--- src/rtl/dmem_store_drain_ctrl.sv ---
// Store-buffer drain sequencer for the data-memory BRAM.
// Buffers committed stores, drains them in order, and forwards them to loads.
module dmem_store_drain_ctrl #(
    parameter int SQ_DEPTH = 4,
    parameter int BRAM_AW  = 16,
    parameter int TAG_W    = 6,
    parameter int ADDR_LEN = 32,
    parameter int DATA_LEN = 32
) (
    input  logic                clk_i,
    input  logic                reset_i,
    input  logic                store_valid_i,
    input  logic [ADDR_LEN-1:0] store_addr_i,
    input  logic [DATA_LEN-1:0] store_data_i,
    output logic                store_ready_o,
    input  logic                drain_en_i,
    input  logic                load_valid_i,
    input  logic [ADDR_LEN-1:0] load_addr_i,
    input  logic [TAG_W-1:0]    load_tag_i,
    output logic                load_ready_o,
    output logic                resp_valid_o,
    output logic [DATA_LEN-1:0] resp_data_o,
    output logic [TAG_W-1:0]    resp_tag_o,
    input  logic                resp_ready_i,
    output logic                dmem_we_o,
    output logic [BRAM_AW-1:0]  dmem_waddr_o,
    output logic [DATA_LEN-1:0] dmem_wdata_o,
    output logic [BRAM_AW-1:0]  dmem_raddr_o,
    input  logic [DATA_LEN-1:0] dmem_rdata_i
);

    localparam int PW = $clog2(SQ_DEPTH);

    logic [BRAM_AW-1:0]  sq_idx  [SQ_DEPTH];
    logic [DATA_LEN-1:0] sq_data [SQ_DEPTH];
    logic [PW-1:0]       head;
    logic [PW-1:0]       tail;
    logic [PW:0]         count;

    logic full;
    logic empty;
    logic push;
    logic pop;

    logic [BRAM_AW-1:0] load_idx;
    logic [BRAM_AW-1:0] store_idx;
    logic               accept;

    logic                hit;
    logic [DATA_LEN-1:0] hit_data;
    logic [PW-1:0]       slot;

    logic                resp_valid_q;
    logic [TAG_W-1:0]    resp_tag_q;
    logic                fwd_q;
    logic [DATA_LEN-1:0] fwd_data_q;
    logic                hold_q;
    logic [DATA_LEN-1:0] hold_data_q;
    logic [DATA_LEN-1:0] sel_data;

    logic unused_addr_bits;
    assign unused_addr_bits = ^{load_addr_i[ADDR_LEN-1:BRAM_AW],
                                store_addr_i[ADDR_LEN-1:BRAM_AW]};

    assign full      = (count == (PW+1)'(SQ_DEPTH));
    assign empty     = (count == '0);
    assign store_idx = store_addr_i[BRAM_AW-1:0];
    assign load_idx  = load_addr_i[BRAM_AW-1:0];

    assign store_ready_o = !full;
    assign push          = store_valid_i && store_ready_o;
    // Writes are suppressed in a reset cycle so buffered stores are discarded.
    assign pop           = drain_en_i && !empty && !reset_i;

    assign dmem_we_o    = pop;
    assign dmem_waddr_o = sq_idx[head];
    assign dmem_wdata_o = sq_data[head];
    assign dmem_raddr_o = load_idx;

    assign load_ready_o = !resp_valid_q || resp_ready_i;
    assign accept       = load_valid_i && load_ready_o;

    // Walk oldest to youngest so the last match wins; head is included
    // even when it drains this cycle.
    always_comb begin
        hit      = 1'b0;
        hit_data = '0;
        slot     = head;
        for (int k = 0; k < SQ_DEPTH; k++) begin
            slot = head + PW'(k);
            if (((PW+1)'(k) < count) && (sq_idx[slot] == load_idx)) begin
                hit      = 1'b1;
                hit_data = sq_data[slot];
            end
        end
    end

    always_ff @(posedge clk_i) begin
        if (push) begin
            sq_idx[tail]  <= store_idx;
            sq_data[tail] <= store_data_i;
        end
    end

    always_ff @(posedge clk_i) begin
        if (reset_i) begin
            head  <= '0;
            tail  <= '0;
            count <= '0;
        end else begin
            if (push) begin
                tail <= tail + PW'(1);
            end
            if (pop) begin
                head <= head + PW'(1);
            end
            unique case ({push, pop})
                2'b10:   count <= count + (PW+1)'(1);
                2'b01:   count <= count - (PW+1)'(1);
                default: count <= count;
            endcase
        end
    end

    assign sel_data     = fwd_q ? fwd_data_q : dmem_rdata_i;
    assign resp_valid_o = resp_valid_q;
    assign resp_tag_o   = resp_tag_q;
    assign resp_data_o  = hold_q ? hold_data_q : sel_data;

    // BRAM data is only valid one cycle, so a stalled result is parked in hold.
    always_ff @(posedge clk_i) begin
        if (reset_i) begin
            resp_valid_q <= 1'b0;
            resp_tag_q   <= '0;
            fwd_q        <= 1'b0;
            fwd_data_q   <= '0;
            hold_q       <= 1'b0;
            hold_data_q  <= '0;
        end else if (accept) begin
            resp_valid_q <= 1'b1;
            resp_tag_q   <= load_tag_i;
            fwd_q        <= hit;
            fwd_data_q   <= hit_data;
            hold_q       <= 1'b0;
        end else if (resp_ready_i) begin
            resp_valid_q <= 1'b0;
            hold_q       <= 1'b0;
        end else if (resp_valid_q && !hold_q) begin
            hold_q      <= 1'b1;
            hold_data_q <= sel_data;
        end
    end

endmodule

--- config.mk ---
export PLATFORM = sky130hd
export DESIGN_NAME = dmem_store_drain_ctrl
export DESIGN_NICKNAME = d
export VERILOG_FILES = /design/src/rtl/dmem_store_drain_ctrl.sv
export SDC_FILE = /design/constraint.sdc
export NUM_CORES = 1
export LEC_CHECK = 0
export ABC_CLOCK_PERIOD_IN_PS = 6680
export BUFFER_PORTS_ARGS = -buffer_cell sky130_fd_sc_hd__buf_4
export CORE_MARGIN = 1
export CORE_UTILIZATION = 45
export DETAILED_ROUTE_END_ITERATION = 7
export PLACE_DENSITY_LB_ADDON = 0.3
export SYNTH_ARGS = -nofsm -noshare
export SYNTH_HDL_FRONTEND = slang
export SYNTH_SLANG_ARGS = --single-unit
--- constraint.sdc ---
create_clock -name clk_i -period 6.68 [get_ports clk_i]
set_input_delay 1.336 -clock clk_i [delete_from_list [all_inputs] [get_ports clk_i]]
set_output_delay 1.336 -clock clk_i [all_outputs]
set_load 0.02 [all_outputs]
==> flow_metrics.py <==
metrics = {
    "final_layout": {
        "n_fill_cell": 2943,
        "final_common_cell": "buf_4",
        "area_growth_syn_to_layout_pct": 17.3,
        "drive_above_1_share_pct": 43.1,
        "final_nets": 1471,
        "most-common-layout-cells": "buf_4, edfxtp_1, mux4_2",
        "fin_util_pct": 53.8,
        "postLayoutCellArea_um2": 19200,
    },
    "global_routing": {
        "grt_max_degree": 71,
        "grt_pass1_wl_um": 61700,
        "grt_use_met2_pct": 36.8,
        "overflow": 0,
        "antenna_found_initial": 5,
        "grt_pass1_vias": 10800,
        "grt_use_met1_pct": 28.5,
        "grtUsageMet3_pct": 4.42,
        "grtUsageTotal_pct": 21.9,
        "grt.busiest_layer": "met2",
    },
    "run_status": {
        "violations": "design-rule violations",
        "status": "finished, violations left",
    },
    "critical_path": {
        "r2r-end": "fwd_q",
        "slowest_stage": "dfxtp_4",
        "start_kind": "flop",
        "critical_path_depth": 8,
        "reg2reg_from": "head[0]",
        "required_ps": 7150,
        "path_max_fanout": 55,
        "criticalPathCategory": "flop to flop",
        "path_cells": "buf_4 > mux4_2 > xnor2_1 > nand4_1 > nor3_1 > and2_2 > nor4_1 > a211oi_1",
        "cp.buffers_inverters": 1,
        "rrSetupSlack_ps": 2540,
        "crit_family": "simple AND/OR/NAND/NOR gates",
        "cpPeakStageDelay_ps": 920,
        "crit_start": "head[0]",
        "crit_path_end_kind": "flop",
        "arrival_ps": 4620,
        "rr_worst_depth": 8,
        "crit_end": "fwd_q",
    },
    "yosys": {
        "synth_nets": 1335,
        "yosysUniqueCellTypes": 40,
        "synth-seq-cells": 274,
        "synth_area_um2": 16400,
        "synth.top_cell.area_share_pct": 35.2,
        "yosysTopAreaCell": "edfxtp_1",
        "synth_area_per_cell_um2": 13.8,
        "ys_seq_area_share_pct": 45.2,
        "netlist_instances": 1186,
        "synth_edf_count": 192,
        "synth_flop_cell": "edfxtp_1",
        "yosys_warnings": 0,
        "ys_top_cells_by_area": "edfxtp_1, mux4_2, dfxtp_1, mux2_2, nor2_1",
        "ys_async_sr_fraction_pct": 0,
    },
    "timing": {
        "rsz0062_at_grt": "false",
        "period_share_pct": 62.0,
        "worst_pin_slew_ps": 946,
        "finalSetupViolations": 0,
        "timing.slew.headroom_pct": 36.9,
        "fin_setup_tns_ps": 0,
        "maxSlewViolCount": 0,
        "finalHoldViolations": 0,
        "max_freq_ghz": 0.241,
        "period_needed_ps": 4140,
        "skew_ps": 13.9,
    },
    "min_path": {
        "hold_path.class": "flop to flop",
    },
    "clock_tree": {
        "cts_buffers": 31,
        "cts_setup_buffers": 0,
        "cts.clk_slew.worst_paths_ps": 60,
        "clockBufferDepth": 3,
        "cts_sinks": 274,
        "clockRootBuffer": "clkbuf_16",
        "holdBufCountCts": 0,
        "ctsResizeCount": 0,
        "h-tree-depth": 1,
        "tritoncts": "done",
        "worstSkewPairLatency_ps": 570,
    },
    "floorplanning": {
        "start_util_pct": 45.9,
        "pin_count": 246,
        "core_um2": 35700,
        "die_x_um": 193,
        "die_height_um": 193,
        "rows": 69,
        "dieArea_um2": 37200,
    },
    "placement": {
        "dpl-instance-area_um2": 18100,
        "port_buffers": 213,
        "place_congestion": 0.759,
        "dpl.hpwl_um": 26300,
    },
    "route": {
        "dr.pass1.iters": 7,
        "routed_wl_um": 40800,
        "ant_nets": 0,
        "vias": 11100,
        "drt_iter0_drc": 848,
        "wire_per_inst_um": 22.5,
        "vias_per_cell": 6.15,
        "drc": 32,
    },
    "pwr": {
        "p_per_area_nw_per_um2": 279,
        "p_total_mw": 5.36,
        "peakVddDrop_v": 0.000234,
        "leakage_nw": 6.33,
    },
    "flow_run": {
        "cap_violations": 0,
    },
}
## per-layer routing
layer	vias up	wire length [µm]
met5	-	32
met4	4	1010
met3	61	3120
met2	412	19800
met1	5611	16800
li1	5040	-
## synthesized netlist by cell type, types with 6 or more instances
cell type and count:
inv_1 12, mux2i_1 20, mux2_2 70, xor2_1 24, edfxtp_1 192, nor4_1 6
buf_4 17, a21oi_1 13, buf_2 23, a2bb2oi_1 31, nand2_1 48, buf_1 11
nor3_1 72, xnor2_1 44, dfxtp_1 82, clkbuf_1 74, o211ai_1 34, ha_1 9
nor2_1 110, o22ai_2 28, mux4_2 180, a221oi_1 34, nand4_1 7
## area by class of cell
cell class | instances | area, µm² | area share [%]
inverters | 12 | 45.0 | 0.234
clock buffers | 37 | 818 | 4.26
well taps | 461 | 577 | 3.00
multi-input cells | 770 | 8350 | 43.4
repair buffers | 233 | 1750 | 9.10
clock inverters | 21 | 267 | 1.39
flip-flops and latches | 274 | 7420 | 38.6
diodes | 2 | 5.00 | 0.0260
## flip-flops by register name (all words and copies together), names as in the netlist, named ones only
register and cells:
sq_idx 64, hold_q 1, fwd_data_q 32, resp_tag_o 6, sq_data 128, tail 2, hold_data_q 32, fwd_q 1
resp_valid_o 1, head 2, count 3
## cell families (layout without fill, tap and decap cells)
| kind of cell | after synthesis | after routing | synth area share [%] |
|---|---|---|---|
| buffers and inverters | 142 | 303 | 4.05 |
| muxes | 271 | 271 | 30.9 |
| adders and majority gates | 9 | 9 | 0.687 |
| other | 0 | 2 | 0 |
| and+or+nand+nor | 261 | 261 | 7.05 |
| DFF | 274 | 274 | 45.2 |
| AOI/OAI and AO/OA | 161 | 161 | 8.48 |
| xor gates and xnor gates | 68 | 68 | 3.63 |
## worst register-to-register path, stage by stage (launching register included)
cell      delay (ps)
dfxtp_4          920
buf_4            500
mux4_2           570
xnor2_1          190
nand4_1          140
nor3_1           410
and2_2           840
nor4_1           210
a211oi_1         270
## power breakdown
group	internal [mW]	switching (mW)	total (mW)
clock	1.10	0.694	1.80
combinational	0.779	0.695	1.47
sequential	1.93	0.161	2.09
total	3.81	1.55	5.36
## worst min-delay path by stage
stage              startpoint              to  slack [ps]  cells after the start
2_1_floorplan  hold_data_q[0]  hold_data_q[0]         470                      2
3_3_place_gp    resp_tag_o[3]   resp_tag_o[3]         450                      2
3_5_place_dp    resp_tag_o[2]   resp_tag_o[2]         450                      2
4_1_cts         resp_tag_o[2]   resp_tag_o[2]         460                      2
5_1_grt         resp_tag_o[2]   resp_tag_o[2]         480                      2
6_report        resp_tag_o[2]   resp_tag_o[2]         460                      2
## stage by stage
step	setup slack (ps)	hold slack (ps)	cells
after floorplan	3090	472	1186
after global placement	2570	447	1750
after CTS	2540	459	1808
after detailed placement	2550	451	1750
after global routing	2270	480	1809
final	2540	455	1810
Note: power is estimated with default switching activity, not from simulation.
